$ cat src/rtl/instr_prefetch.sv
// Sequential instruction prefetcher: one 32-bit read in flight at a time, results queued with their PCs.
// Flush redirects the fetch PC, empties the queue and discards any word still owed by memory.
module instr_prefetch #(
  parameter int          M_WIDTH    = 32,
  parameter int          DEPTH      = 4,
  parameter logic [31:0] RESET_PC   = 32'h0,
  parameter logic [1:0]  MEM_ACC_32 = 2'b10
) (
  input  logic                       clk,
  input  logic                       rst,
  input  logic                       fetch_en,
  input  logic                       flush,
  input  logic [M_WIDTH-1:0]         flush_pc,
  output logic                       mem_request,
  output logic [M_WIDTH-1:0]         mem_addr,
  output logic                       mem_we,
  output logic [1:0]                 mem_data_width,
  input  logic                       mem_ready,
  input  logic [M_WIDTH-1:0]         mem_data_in,
  output logic                       instr_valid,
  output logic [M_WIDTH-1:0]         instr_data,
  output logic [M_WIDTH-1:0]         instr_pc,
  input  logic                       instr_ready,
  output logic [$clog2(DEPTH):0]     q_count
);

  localparam int AW = $clog2(DEPTH);
  localparam int CW = AW + 1;

  typedef enum logic [1:0] {S_IDLE, S_REQ, S_GAP} state_t;

  state_t             state_q, state_d;
  logic [M_WIDTH-1:0] fetch_pc_q, fetch_pc_d;
  logic [M_WIDTH-1:0] addr_q, addr_d;
  logic               discard_q, discard_d;
  logic [AW-1:0]      wr_ptr_q, wr_ptr_d;
  logic [AW-1:0]      rd_ptr_q, rd_ptr_d;
  logic [CW-1:0]      count_q, count_d;
  logic [M_WIDTH-1:0] data_q [DEPTH];
  logic [M_WIDTH-1:0] data_d [DEPTH];
  logic [M_WIDTH-1:0] pc_q   [DEPTH];
  logic [M_WIDTH-1:0] pc_d   [DEPTH];
  logic               push;
  logic               pop;

  always_comb begin
    state_d    = state_q;
    fetch_pc_d = fetch_pc_q;
    addr_d     = addr_q;
    discard_d  = discard_q;
    wr_ptr_d   = wr_ptr_q;
    rd_ptr_d   = rd_ptr_q;
    count_d    = count_q;
    data_d     = data_q;
    pc_d       = pc_q;
    push       = 1'b0;
    pop        = 1'b0;

    case (state_q)
      S_IDLE: begin
        // Only one request is ever pending, so free space is judged on q_count alone here.
        if (fetch_en && !flush && (count_q < CW'(DEPTH))) begin
          state_d = S_REQ;
          addr_d  = fetch_pc_q;
        end
      end
      S_REQ: begin
        if (mem_ready) begin
          state_d   = S_GAP;
          discard_d = 1'b0;
          if (!discard_q && !flush) begin
            push       = 1'b1;
            fetch_pc_d = fetch_pc_q + M_WIDTH'(4);
          end
        end else if (flush) begin
          discard_d = 1'b1;
        end
      end
      S_GAP:   state_d = S_IDLE;
      default: state_d = S_IDLE;
    endcase

    pop = (count_q != '0) && instr_ready && !flush;

    if (push) begin
      data_d[wr_ptr_q] = mem_data_in;
      pc_d[wr_ptr_q]   = fetch_pc_q;
      wr_ptr_d         = wr_ptr_q + AW'(1);
    end
    if (pop) begin
      rd_ptr_d = rd_ptr_q + AW'(1);
    end
    case ({push, pop})
      2'b10:   count_d = count_q + CW'(1);
      2'b01:   count_d = count_q - CW'(1);
      default: count_d = count_q;
    endcase

    // Flush wins over everything queued this cycle.
    if (flush) begin
      fetch_pc_d = flush_pc;
      wr_ptr_d   = '0;
      rd_ptr_d   = '0;
      count_d    = '0;
    end
  end

  always_ff @(posedge clk) begin
    if (!rst) begin
      state_q    <= S_IDLE;
      fetch_pc_q <= RESET_PC;
      addr_q     <= RESET_PC;
      discard_q  <= 1'b0;
      wr_ptr_q   <= '0;
      rd_ptr_q   <= '0;
      count_q    <= '0;
    end else begin
      state_q    <= state_d;
      fetch_pc_q <= fetch_pc_d;
      addr_q     <= addr_d;
      discard_q  <= discard_d;
      wr_ptr_q   <= wr_ptr_d;
      rd_ptr_q   <= rd_ptr_d;
      count_q    <= count_d;
    end
  end

  always_ff @(posedge clk) begin
    data_q <= data_d;
    pc_q   <= pc_d;
  end

  assign mem_request    = (state_q == S_REQ);
  assign mem_addr       = addr_q;
  assign mem_we         = 1'b0;
  assign mem_data_width = MEM_ACC_32;
  assign instr_valid    = (count_q != '0);
  assign instr_data     = data_q[rd_ptr_q];
  assign instr_pc       = pc_q[rd_ptr_q];
  assign q_count        = count_q;

endmodule
$ cat config.mk
export PLATFORM = sky130hd
export DESIGN_NAME = instr_prefetch
export DESIGN_NICKNAME = d
export VERILOG_FILES = /design/src/rtl/instr_prefetch.sv
export SDC_FILE = /design/constraint.sdc
export NUM_CORES = 1
export LEC_CHECK = 0
export CAP_MARGIN = 10
export CORE_ASPECT_RATIO = 1.25
export CORE_MARGIN = 10
export CORE_UTILIZATION = 50
export DETAILED_ROUTE_END_ITERATION = 8
export HOLD_SLACK_MARGIN = 0.1
export PLACE_DENSITY = 0.74
export SLEW_MARGIN = 20
export SYNTH_ARGS = -nofsm -noshare
export SYNTH_HDL_FRONTEND = slang
export SYNTH_SLANG_ARGS = --single-unit
$ cat constraint.sdc
create_clock -name clk -period 8.9 [get_ports clk]
set_input_delay 1.78 -clock clk [delete_from_list [all_inputs] [get_ports clk]]
set_output_delay 1.78 -clock clk [all_outputs]
set_load 0.01 [all_outputs]
# --- Word-level counts from Yosys, hierarchy flattened ---
# Cells that the tools add are included.
# W data, S select, Z words.
totals:
  ff_bits: 330
  out_inout_bits: 104
  elab_cells: 74
  in_bits: 70
op_classes:
  n_bitwise: 3
  n_addsub: 5
  eq_ne: 5
  mux: 23
  reduce_logical: 19
  n_lt_le_gt_ge: 4
ops:
  columns: ["cell", "count"]
  rows:
  - ["$mux W32", 9]
  - ["$bwmux W128", 2]
  - ["$bmux W32 S2", 2]
  - ["$demux W32 S2", 1]
  - ["$add A32 B3 Y32 const B", 1]
  - ["$reduce_bool A2 Y1", 4]
  - ["$ge A3 B3 Y1 const B", 2]
  - ["$logic_and A1 B1 Y1", 6]
  - ["$not A2 Y3", 2]
  - ["$pmux W3 S2", 1]
  - ["$reduce_and A2 Y1", 3]
  - ["$mux W1", 5]
  - ["$add A2 B1 Y2 const B", 2]
  - ["$eq A2 B1 Y1 const B", 2]
  - ["$mux W2", 2]
  - ["$pmux W2 S2", 1]
  - ["$add A3 B1 Y3 const B", 1]
  - ["$lt A3 B1 Y1 const B", 1]
  - ["$lt A3 B3 Y1 const B", 1]
  - ["$reduce_and A3 Y1", 1]
  - ["$reduce_bool A3 Y1", 1]
  - ["$sub A3 B1 Y3 const B", 1]
  - ["$eq A2 B2 Y1 const B", 1]
  - ["$logic_not A1 Y1", 2]
  - ["5 further kinds", 5]

# --- Logic depth before layout (Yosys ltp) ---
logic_depth:
  word_depth: 7
  depth_mapped: 10
  mapped_depth_nobuf: 9

# --- Worst setup path after synthesis ---
# No wires, ideal clock.
synth_timing:
  path_type: "input-to-reg"
  from: "in flush"
  to: "reg data_q[0] (netlist bit), enable pin"
  t_arrival_ps: 4089
  stages: 5
  path_slack_ps: 4381
  setup_ps: 429
  path_buffers: 3
  required_time_ps: 8471
  path_cell_list: "clkbuf_1 inv_1 clkbuf_1 clkbuf_1 and3_1"
synth_via:
  elab_chain_cells: 5
synth_lines:
  columns: ["item", "line_no", "source"]
  rows:
  - ["start, declared", "12", "input logic flush,"]
  - ["$logic_not A1 Y1", "71", "if (!discard_q && !flush) begin"]
  - ["$logic_and A1 B1 Y1", "71", null]
  - ["$mux W1", "71", null]
  - ["$mux W1", "68", "if (mem_ready) begin"]
  - ["$mux W1", "59", "case (state_q)"]
  - ["end signal, assigned", "129", "data_q <= data_d;"]
  - ["end, declared", "39", "logic [M_WIDTH-1:0] data_q [DEPTH];"]
# Every way passes these cells.
# A chain may end at the register's enable or synchronous reset.

# --- Worst setup path after layout ---
layout_timing:
  from: "reg rd_ptr_q[0]"
  to: "out instr_pc[25]"
layout_via:
  elab_chain_cells: 4
layout_lines:
  columns: ["item", "line_no", "source"]
  rows:
  - ["start, declared", "37", "logic [AW-1:0] rd_ptr_q, rd_ptr_d;"]
  - ["start signal, assigned", "123", "rd_ptr_q <= rd_ptr_d;"]
  - ["$not A2 Y3 (not written as such)", "139", "assign instr_pc = pc_q[rd_ptr_q];"]
  - ["$bmux W32 S2", "139", null]
  - ["$mux W32 (not written as such) (2 in series)", "139", null]
  - ["end, declared", "22", "output logic [M_WIDTH-1:0] instr_pc,"]
# Every way passes these cells. The select of a mux whose other input is x is not followed.

==> impl_metrics.env <==
export IMPL_synthArstFlopShare_pct=0
export IMPL_clk_latency_ps=530
export IMPL_ctsResizeCount=0
export IMPL_post_cts_buffers=0
export IMPL_initial_core_util_pct=50.8
export IMPL_grt_pass1_wl_mm=43.4
export IMPL_initialDrtViolationCount=467
export IMPL_drive_gt1_share_pct=13.6
export IMPL_grtUsageMet3_pct=3.60
export IMPL_path_clk_slew_ps=60
export IMPL_tightest_slew_ps=1010
export IMPL_fin_setup_tns_ps=0
export IMPL_clock_skew_ps=8.40
export IMPL_root_buffer="clkbuf_16"
export IMPL_synth_top_cell_area_share_pct=60.0
export IMPL_reg2reg_depth=4
export IMPL_ys_top_cells_by_area="edfxtp_1, dfxtp_1, mux4_2, nand2_1, a21boi_0"
export IMPL_die_y_um=199
export IMPL_die_w_um=163
export IMPL_power_density_nw_per_um2=193
export IMPL_syn_to_final_growth_pct=22.6
export IMPL_start_kind="register"
export IMPL_clockBufferDepth=3
export IMPL_end_kind="primary output"
export IMPL_fin_util_pct=62.2
export IMPL_grt_pass1_vias=7424
export IMPL_wl_per_cell_um=21.6
export IMPL_finalNetCount=1007
export IMPL_slew_violations=0
export IMPL_vias_per_cell=5.57
export IMPL_holdBufCountCts=0
export IMPL_hold_viol=0
export IMPL_min_from="mem_addr[4]"
export IMPL_grt_antenna_before_repair=2
export IMPL_mostFrequentLayoutCell="edfxtp_1"
export IMPL_cpMaxStageDelayCell="buf_4"
export IMPL_whs_path_depth=2
export IMPL_tritoncts="built"
export IMPL_grt_met1_usage_pct=21.6
export IMPL_rsz0062_at_grt="no"
export IMPL_rr_endpoint="fetch_pc_q[27]"
export IMPL_ir_drop_mv=0.141
export IMPL_hp_class="reg -> reg"
export IMPL_cts_max_level=1
export IMPL_cp_top_family="buffers and inverters"
export IMPL_whs_endpoint="mem_addr[4]"
export IMPL_r2r_start="state_q[1]"
export IMPL_slew_headroom_pct=32.7
export IMPL_gp_congestion=0.777
export IMPL_grt_remaining_overflow=0
export IMPL_die_area_um2=32400
export IMPL_netlist_instances=771
export IMPL_synth_edff_count=256
export IMPL_cts_buffers_inserted=29
export IMPL_std_cell_rows=65
export IMPL_min_period_ps=4920
export IMPL_worst_path_max_fanout=41
export IMPL_crit_arrival_ps=3140
export IMPL_dp_hpwl_mm=17.7
export IMPL_port_buffers=170
export IMPL_finalSetupViolations=0
export IMPL_path_class="reg -> out"
export IMPL_maxCapViolations=0
export IMPL_yosys_warnings=0
export IMPL_netlist_area_um2=12800
export IMPL_syn_avg_cell_area_um2=16.6
export IMPL_grt_max_degree=72
export IMPL_drtAntennaViolNets=0
export IMPL_clock_fmax_mhz=203
export IMPL_leakagePower_nw=4.91
export IMPL_fin_crit_sh_pct=55.3
export IMPL_yosysTopAreaCell="edfxtp_1"
export IMPL_rrSetupSlack_ps=6530
export IMPL_busiest_layer="met2"
export IMPL_fp_coreArea_um2=25200
export IMPL_post_route_drc_count=0
export IMPL_ys_ff_latch=330
export IMPL_status="finished clean"
export IMPL_synth_cell_types=53
export IMPL_layout_common_cells="edfxtp_1, clkdlybuf4s50_1, nand2_1, dfxtp_1, mux4_2"
export IMPL_synth_seq_area_share_pct=71.6
export IMPL_vias=7169
export IMPL_gr_usage_all_layers_pct=17.0
export IMPL_cts_sinks=330
export IMPL_crit_required_ps=7120
export IMPL_worstPathCellList="buf_4 -> mux4_2 -> clkdlybuf4s50_1"
export IMPL_met2_usage_pct=29.1
export IMPL_crit_buf_inv=2
export IMPL_io_pins=174
export IMPL_drt_total_wl_mm=27.8
export IMPL_max_stage_delay_ps=770
export IMPL_n_fill_cell=1898
export IMPL_synth_flop_cell="edfxtp_1"
export IMPL_drtPass1Iterations=5
## area by class of cell
cell class | instances | area [µm²] | area share [%]
Clock buffer | 45 | 887 | 5.65
Timing Repair Buffer | 175 | 1730 | 11.1
Antenna cell | 1 | 2.50 | 0.0159
Multi-Input combinational cell | 385 | 3400 | 21.7
Clock inverter | 7 | 40.0 | 0.255
Sequential cell | 330 | 9180 | 58.5
Inverter | 9 | 33.8 | 0.215
Tap cell | 335 | 419 | 2.67
## cells in the mapped netlist (2+ instances only)
| library cell | number |
|---|---|
| nand4_1 | 10 |
| ha_1 | 6 |
| nand2_1 | 85 |
| xnor2_1 | 5 |
| a21boi_0 | 33 |
| mux2i_1 | 2 |
| mux4_2 | 64 |
| o211ai_1 | 2 |
| or4_1 | 13 |
| conb_1 | 2 |
| edfxtp_1 | 256 |
| or3_1 | 6 |
| buf_2 | 6 |
| and4_2 | 4 |
| and3_1 | 8 |
| buf_6 | 2 |
| and2_1 | 2 |
| nor3_1 | 3 |
| nand3_1 | 19 |
| a31oi_1 | 17 |
| and4_1 | 3 |
| o31ai_1 | 11 |
| xor2_1 | 6 |
| buf_4 | 3 |
| clkbuf_1 | 30 |
| o211a_1 | 3 |
| nor3b_1 | 2 |
| inv_1 | 9 |
| o21a_1 | 2 |
| o21ai_0 | 30 |
| nor4_1 | 3 |
| dfxtp_1 | 74 |
| nor2_1 | 8 |
| a21oi_1 | 11 |
| buf_1 | 5 |
| nand4_2 | 2 |
| nand2b_1 | 5 |
| nor2b_1 | 4 |
## power breakdown
group	switching (W)	leakage, nW	internal (W)
registers	0.0000324	2.93	0.00168
logic	0.0000563	1.53	0.0000627
clock network	0.000514	0.449	0.000682
## metrics by stage
stage                     instance area (µm²)  hold WS (ps)  instances  setup WS (ps)  power [W]
final                                   15700           465       1287           3980    0.00303
after global routing                    15700           485       1286           3680    0.00312
after floorplan                         12800           459        772           4380    0.00179
after CTS                               15700           468       1286           3830    0.00305
after detailed placement                14800           460       1234           4390    0.00187
after global placement                  14800           452       1234           4410    0.00186
## state kept, by name, summed over array words and instances, names as in the netlist
register / cells
discard_q: 1
q_count: 3
rd_ptr_q: 2
mem_addr: 32
wr_ptr_q: 2
state_q: 2
data_q: 128
fetch_pc_q: 32
pc_q: 128
## worst max-delay path by stage
| stage | startpoint | to | slack (ps) | depth (start not counted) |
|---|---|---|---|---|
| after floorplan | flush | data_q[0] | 4380 | 5 |
| after global placement | rd_ptr_q[0] | instr_pc[25] | 4410 | 3 |
| after detailed placement | rd_ptr_q[0] | instr_pc[0] | 4390 | 3 |
| after CTS | rd_ptr_q[0] | instr_pc[0] | 3830 | 3 |
| after global routing | rd_ptr_q[0] | instr_pc[0] | 3680 | 3 |
| final | rd_ptr_q[0] | instr_pc[25] | 3980 | 3 |
## worst register-to-register path, stage by stage (launching register included)
cell and delay, ps:
dfxtp_1 320, and4bb_2 590, nand4_1 570, or4_1 650, a31oi_1 160
## cell families after synthesis
family / Yosys count / share of synthesized area [%]
mux: 66 / 11.4
xor+xnor: 11 / 0.752
fa+ha+maj: 7 / 0.743
buf+inv: 57 / 2.02
other cells: 2 / 0.0587
simple gates: 185 / 7.64
flops: 330 / 71.6
compound gates: 113 / 5.76
## metal layers
metal / vias up / wire, µm
li1: 3350 / -
met1: 3584 / 11200
met2: 196 / 14200
met3: 37 / 1860
met4: 2 / 455
met5: - / 13
Power figures use the tool's default switching activity.
